<file path="src/rtl/rv32_pkg.sv">
// Shared RV32 core definitions: register-file geometry and operand types.
package rv32_pkg;

   localparam int unsigned XLEN       = 32;
   localparam int unsigned REG_ADDR_W = 5;
   localparam int unsigned NUM_REGS   = 32;

   typedef logic [XLEN-1:0]       word_t;
   typedef logic [REG_ADDR_W-1:0] reg_addr_t;

   localparam reg_addr_t REG_ZERO = '0;

endpackage : rv32_pkg

</file>
<file path="src/rtl/regfile_read_port.sv">
// One combinational register-file read port: address mux, x0 forced to zero,
// and optional same-cycle write forwarding (macro REGFILE_WRITE_BYPASS_EN).
module regfile_read_port
   import rv32_pkg::*;
#(
   parameter int unsigned DATA_W = XLEN,
   parameter int unsigned ADDR_W = REG_ADDR_W,
   parameter int unsigned NREGS  = 2**ADDR_W
) (
   input  logic [DATA_W-1:0] regs [1:NREGS-1],
   input  logic [ADDR_W-1:0] rd_addr,
   input  logic              fwd_en,
   input  logic [ADDR_W-1:0] fwd_addr,
   input  logic [DATA_W-1:0] fwd_data,
   output logic [DATA_W-1:0] rd_data_c
);

`ifdef REGFILE_WRITE_BYPASS_EN
   // Select stored value, or the in-flight write data when it targets this address.
   always_comb begin
      rd_data_c = '0;
      if (rd_addr != ADDR_W'(REG_ZERO)) begin
         if (fwd_en && (fwd_addr == rd_addr)) begin
            rd_data_c = fwd_data;
         end else begin
            rd_data_c = regs[rd_addr];
         end
      end
   end
`else
   // Forwarding inputs have no consumer in this build.
   logic unused_fwd;
   assign unused_fwd = ^{fwd_en, fwd_addr, fwd_data};

   // Select stored value; x0 always reads zero.
   always_comb begin
      rd_data_c = '0;
      if (rd_addr != ADDR_W'(REG_ZERO)) begin
         rd_data_c = regs[rd_addr];
      end
   end
`endif

endmodule : regfile_read_port

</file>
<file path="src/rtl/register_file.sv">
// RV32I integer register file: 1 synchronous write port, 2 combinational read
// ports, x0 hardwired to zero. Optional write-to-read forwarding is enabled by
// defining REGFILE_WRITE_BYPASS_EN.
module register_file
   import rv32_pkg::*;
#(
   parameter int unsigned DATA_W = XLEN,
   parameter int unsigned ADDR_W = REG_ADDR_W
) (
   input  logic              clk,
   input  logic              rst,
   input  logic              wr_ena,
   input  logic [ADDR_W-1:0] wr_addr,
   input  logic [DATA_W-1:0] wr_data,
   input  logic [ADDR_W-1:0] rd_addr0,
   input  logic [ADDR_W-1:0] rd_addr1,
   output logic [DATA_W-1:0] rd_data0,
   output logic [DATA_W-1:0] rd_data1
);

   localparam int unsigned NREGS = 2**ADDR_W;

   // No storage for x0; entries 1..NREGS-1 only.
   logic [DATA_W-1:0] regs [1:NREGS-1];
   logic              fwd_en;

   // Storage update: async clear, write on clock edge, x0 writes dropped.
   always_ff @(posedge clk or posedge rst) begin
      if (rst) begin
         for (int i = 1; i < NREGS; i++) begin
            regs[i] <= '0;
         end
      end else if (wr_ena && (wr_addr != ADDR_W'(REG_ZERO))) begin
         regs[wr_addr] <= wr_data;
      end
   end

   // Forwarding qualifier; suppressed in reset so reads stay zero.
   always_comb begin
      fwd_en = wr_ena && !rst && (wr_addr != ADDR_W'(REG_ZERO));
   end

   regfile_read_port #(
      .DATA_W (DATA_W),
      .ADDR_W (ADDR_W),
      .NREGS  (NREGS)
   ) u_rd_port0 (
      .regs      (regs),
      .rd_addr   (rd_addr0),
      .fwd_en    (fwd_en),
      .fwd_addr  (wr_addr),
      .fwd_data  (wr_data),
      .rd_data_c (rd_data0)
   );

   regfile_read_port #(
      .DATA_W (DATA_W),
      .ADDR_W (ADDR_W),
      .NREGS  (NREGS)
   ) u_rd_port1 (
      .regs      (regs),
      .rd_addr   (rd_addr1),
      .fwd_en    (fwd_en),
      .fwd_addr  (wr_addr),
      .fwd_data  (wr_data),
      .rd_data_c (rd_data1)
   );

endmodule : register_file

</file>
<file path="config.mk">
export PLATFORM = sky130hd
export DESIGN_NAME = register_file
export DESIGN_NICKNAME = d
export VERILOG_FILES = /design/src/rtl/rv32_pkg.sv /design/src/rtl/regfile_read_port.sv /design/src/rtl/register_file.sv
export SDC_FILE = /design/constraint.sdc
export NUM_CORES = 2
export LEC_CHECK = 0
export BUFFER_PORTS_ARGS = -buffer_cell sky130_fd_sc_hd__buf_2
export CAP_MARGIN = 20
export CORE_ASPECT_RATIO = 0.7
export CORE_MARGIN = 8
export CORE_UTILIZATION = 58
export CTS_BUF_LIST = sky130_fd_sc_hd__clkbuf_4 sky130_fd_sc_hd__clkbuf_8 sky130_fd_sc_hd__clkbuf_16
export DETAILED_ROUTE_END_ITERATION = 12
export HOLD_SLACK_MARGIN = 0.03
export PLACE_DENSITY = 0.86
export RECOVER_POWER = 50
export SLEW_MARGIN = 5
export SYNTH_ARGS = -nofsm -noshare
export SYNTH_HDL_FRONTEND = slang
export SYNTH_SLANG_ARGS = --single-unit
</file>
<file path="constraint.sdc">
create_clock -name clk -period 34.7 [get_ports clk]
set_input_delay 3.47 -clock clk [delete_from_list [all_inputs] [get_ports clk]]
set_output_delay 3.47 -clock clk [all_outputs]
set_load 0.05 [all_outputs]
</file>
Yosys cells after proc, flatten, opt, wreduce, memory -nomap -nowiden

Cells that the tools add are included.

Bits in registers: 992
Output and inout port bits: 64
Word-level logic and storage cells: 54

$lt $le $gt $ge: 4
Muxes and demuxes: 11
Bitwise operators: 3
Reductions and logical operators: 5

Operators with widths:

| operator                                                   | number |
|---|---|
| bitwise mux 992 bit                                        | 1 |
| binary-select mux 32 bit (select 5 bit)                    | 2 |
| two-way mux 32 bit                                         | 7 |
| demux 32 bit (select 5 bit)                                | 1 |
| greater-or-equal comparator 6 bit, second input constant   | 3 |
| NOT 5 -> 6 bit                                             | 3 |
| nonzero test 5 bit                                         | 3 |
| less-than comparator 6 x 1 -> 1 bit, second input constant | 1 |
| logical AND 1 bit                                          | 2 |

Logic depth before layout (Yosys ltp)

Depth in word-level cells: 6
Mapped depth: 9
Mapped depth without buffers: 4

Hierarchy

From an unflattened synthesis, not the netlist that was laid out.

Cells, all modules: 4086
Area, all modules: 53954.2 sq um

Modules (own cells, without submodules):

| module            | instances | cells an instance | area an instance (sq um) | seq. area each (sq um) |
|---|---|---|---|---|
| register_file     | 1         | 2224              | 37123.1                  | 24823.8 |
| regfile_read_port | 2         | 931               | 8415.6                   | 0.0 |

Worst setup path after synthesis

No wires, ideal clock.

Kind: input to output
From: in rd_addr1[0]
To: out rd_data1[31]
Data arrival time: 6034 ps
Data required time: 31230 ps
Slack: 25196 ps
Stages on the path: 8
Cells stage by stage: buf_6 > buf_8 > buf_4 > buf_4 > mux2i_1 > o22ai_1 > nor3_1 > nor4b_1

Word-level cells in the longest chain between the ends: 5
Elaborated cells on any way between the ends: 6
Those cells by class: mux (4); bitwise (1); reduce/logical (1)

RTL lines:

| what                                                   | line                    | RTL |
|---|---|---|
| start: declaration                                     | register_file.sv:16     | `input logic [ADDR_W-1:0] rd_addr1,` |
| NOT 5 -> 6 bit (implied by the code)                   | regfile_read_port.sv:39 | `rd_data_c = regs[rd_addr];` |
| binary-select mux 32 bit (select 5 bit)                | regfile_read_port.sv:39 |  |
| two-way mux 32 bit (implied by the code) (2 in series) | regfile_read_port.sv:39 |  |
| two-way mux 32 bit *                                   | regfile_read_port.sv:38 | `if (rd_addr != ADDR_W'(REG_ZERO)) begin` |
| end: declaration                                       | register_file.sv:18     | `output logic [DATA_W-1:0] rd_data1` |

Every way passes the cells marked *; elsewhere a longest branch is shown, timed or not. The select of a mux whose other input is x is not followed.

==> flow_metrics.py <==
metrics = {
    "run_status": {
        "status": "finished, violations left",
        "violations": "max-capacitance violations, max-slew violations",
    },
    "place": {
        "dp_hpwl_um": 95910,
        "place.port_buffers": 113,
        "dp_cells": 5039,
        "gp_congestion": 0.8483,
    },
    "floorplan": {
        "num_rows": 93,
        "dieArea_um2": 102200,
        "core-area_um2": 91580,
        "die_w_um": 378.6,
        "io_pins": 114,
        "die_y_um": 269.8,
        "start_util_pct": 58.30,
    },
    "global_routing": {
        "grt_max_degree": 171,
        "overflow": 0,
        "grt_pass1_wl_um": 254500,
        "track_usage_pct": 32.84,
        "grt_pass1_vias": 38681,
        "antenna_found_initial": 15,
    },
    "finish": {
        "reg_top3": "regs: 992 flops",
        "layout_commonest_cell": "mux2_2",
        "drive_above_1_share_pct": 38.02,
        "n_fill_cell": 6623,
        "finalNonFillerCells": 5230,
        "nets": 3955,
        "syn_to_final_growth_pct": 7.366,
        "final_core_util_pct": 62.59,
        "top_register": "regs",
        "largest_reg_flops": 992,
        "final_cell_mix": "mux2_2 (1002), dfrtp_1 (992), mux2i_1 (626)",
    },
    "logic_synthesis": {
        "syn_area_per_cell_um2": 13.23,
        "ys_types": 42,
        "syn-instance-count": 4036,
        "synthesis.area_um2": 53390,
        "synth-seq-cells": 992,
        "synth_nets": 4086,
        "seq_area_frac_synth_pct": 46.50,
        "yosysWarningCount": 0,
    },
    "sta": {
        "setup_viol": 0,
        "rsz0062_at_grt": "false",
        "finalHoldViolCount": 0,
        "finalCritPeriodShare_pct": 32.73,
        "layout_min_cycle_time_ns": 11.36,
        "slew_headroom_pct": -314.3,
        "drv_slew": 977,
        "setup_tns_ns": 0,
        "clock_skew_ns": 0,
        "tightest_slew_ns": 6.181,
        "max_freq_ghz": 0.08806,
    },
    "worst_hold_path": {
        "min_path_type": "reg2reg",
    },
    "clock_network": {
        "cts_tree": "built",
        "cts_max_path_buffers": 3,
        "cts_resized": 0,
        "post_cts_buffers": 0,
        "clockRootBuffer": "clkbuf_16",
        "clkLatencyLatePin_ns": 0.69,
        "path_clk_slew_ns": 0.06,
        "cts_sinks": 992,
        "cts-htree-levels": 3,
        "hold_buffers": 0,
        "numCtsBuffers": 91,
    },
    "power": {
        "p_int_mw": 2.361,
        "p_sw_share_pct": 29.99,
        "p_seq_share_pct": 46.5,
        "irDropWorstVdd_mv": 0.07982,
        "clock_power_share_pct": 32.0,
        "power_switching_mw": 1.011,
        "leakage_nw": 25.88,
        "combinationalPowerShare_pct": 21.4,
        "power_mw": 3.372,
        "power.density_nw_per_um2": 58.82,
    },
    "drt": {
        "ant_nets": 0,
        "dr_total_vias": 38612,
        "wl_um": 172400,
        "dr.pass1.iters": 8,
        "routedWlPerCell_um": 32.96,
        "remaining_drc_errors": 0,
        "via_per_inst": 7.383,
        "drtIter0Drc": 5676,
    },
    "critical_path": {
        "cpPeakStageDelay_ns": 3.43,
        "worstSetupPathType": "in2async",
        "worst_ep_arrival_time_ns": 12.04,
        "cp_max_fo": 135,
        "cp-end-kind": "async pin",
        "cp.required_ns": 35.39,
        "crit_path_start_kind": "primary input",
        "crit_chain": "clkbuf_1 > clkinvlp_2 > clkbuf_1 > buf_4 > buf_4",
        "cpMaxStageDelayCell": "clkinvlp_2",
    },
    "job": {
        "drv_cap": 32,
    },
}
-- cells in the mapped netlist --
library cell,n,area share (%)
and2_0,1,0.012
clkbuf_4,1,0.014
mux2i_1,626,12
nor2b_1,32,0.37
nor3b_2,1,0.023
o21ai_1,1,0.0094
and2_1,2,0.023
dfrtp_1,992,46
nor2_2,4,0.047
or3b_1,1,0.016
nor3_1,160,1.5
a21oi_1,26,0.24
clkbuf_1,203,1.4
buf_8,1,0.028
o211ai_1,6,0.084
and3_1,1,0.012
nor4b_1,1,0.016
a22oi_1,64,0.90
buf_4,77,1.1
a22o_1,31,0.51
and3b_1,2,0.033
nor3b_1,4,0.056
mux2_1,53,1.1
nand2b_1,9,0.11
mux2_2,1003,21
buf_2,100,0.94
nand3_1,2,0.019
nor4_1,26,0.30
nand3b_1,4,0.056
a211oi_1,32,0.45
buf_1,20,0.14
or2_2,6,0.070
a221o_1,63,1.2
mux4_2,135,5.7
a31oi_1,31,0.36
clkbuf_2,1,0.0094
inv_1,1,0.0070
a211oi_2,2,0.047
nand2_1,20,0.14
nor2_1,13,0.091
o22ai_1,256,3.0
buf_6,22,0.46
-- path summary, 6_finish.rpt --
| path | from | to | slack, ns | cells after the start |
|---|---|---|---|---|
| max in group clk | rd_addr0[2] | rd_data0[23] | 23.52 | 9 |
| hold reg to reg | regs[294]$_DFFE_PP0P_ | regs[294]$_DFFE_PP0P_ | 0.51 | 1 |
| setup / recovery | rst | regs[157]$_DFFE_PP0P_ | 23.34 | 5 |
| setup reg to reg | regs[111]$_DFFE_PP0P_ | regs[111]$_DFFE_PP0P_ | 33.83 | 1 |
| hold / removal | regs[294]$_DFFE_PP0P_ | regs[294]$_DFFE_PP0P_ | 0.51 | 1 |
| min in group asynchronous | rst | regs[621]$_DFFE_PP0P_ | 4.73 | 2 |
-- power by group through the flow --
stage / Sequential [mW] / Clock, mW / Combinational, mW
final: 1.57 / 1.08 / 0.723
after global routing: 1.59 / 1.13 / 0.764
after CTS: 1.56 / 1.08 / 0.711
after detailed placement: 1.57 / 0 / 0.705
after global placement: 1.55 / 0 / 0.677
after floorplan: 1.52 / 0 / 0.565
-- metal layers --
layer	up-vias	global-route usage, %	wire length, µm
met4	10	15.44	9174
li1	15159	-	-
met3	677	13.58	25310
met1	19808	44.17	65410
met5	-	0	67
met2	2958	46.01	72410
-- critical path, delay by kind of cell --
family | cells | cell delay, ns
buffers and inverters | 5 | 8.31
-- final cells by class --
| type | instances | area, µm² | share of cell area (%) |
|---|---|---|---|
| Multi-Input combinational cell | 2618 | 26500 | 46.22 |
| Sequential cell | 992 | 24820 | 43.31 |
| Clock buffer | 127 | 2721 | 4.748 |
| Tap cell | 1235 | 1545 | 2.696 |
| Timing Repair Buffer | 201 | 1240 | 2.163 |
| Clock inverter | 38 | 445.4 | 0.7771 |
| Antenna cell | 18 | 45.04 | 0.07858 |
| Inverter | 1 | 5.005 | 0.008731 |
-- per-stage QoR --
step	worst slack (ns)	area, µm²	hold slack [ns]
floorplan	3.321	53390	0.4697
global placement	23.59	54220	0.4848
detailed placement	23.66	54290	0.4974
CTS	23.66	57450	0.5115
global route	21.77	57280	0.5192
finish	23.34	57320	0.5136
-- kinds of logic (layout without fill, tap and decap cells) --
group | after synthesis | after routing | share of synthesized area (%)
other | 0 | 18 | 0
buffers and inverters | 426 | 367 | 4.111
AO/OA/AOI/OAI | 512 | 512 | 6.787
multiplexers | 1817 | 1817 | 39.70
AND/OR/NAND/NOR | 289 | 289 | 2.901
flip-flops | 992 | 992 | 46.50
Power figures use the tool's default switching activity.
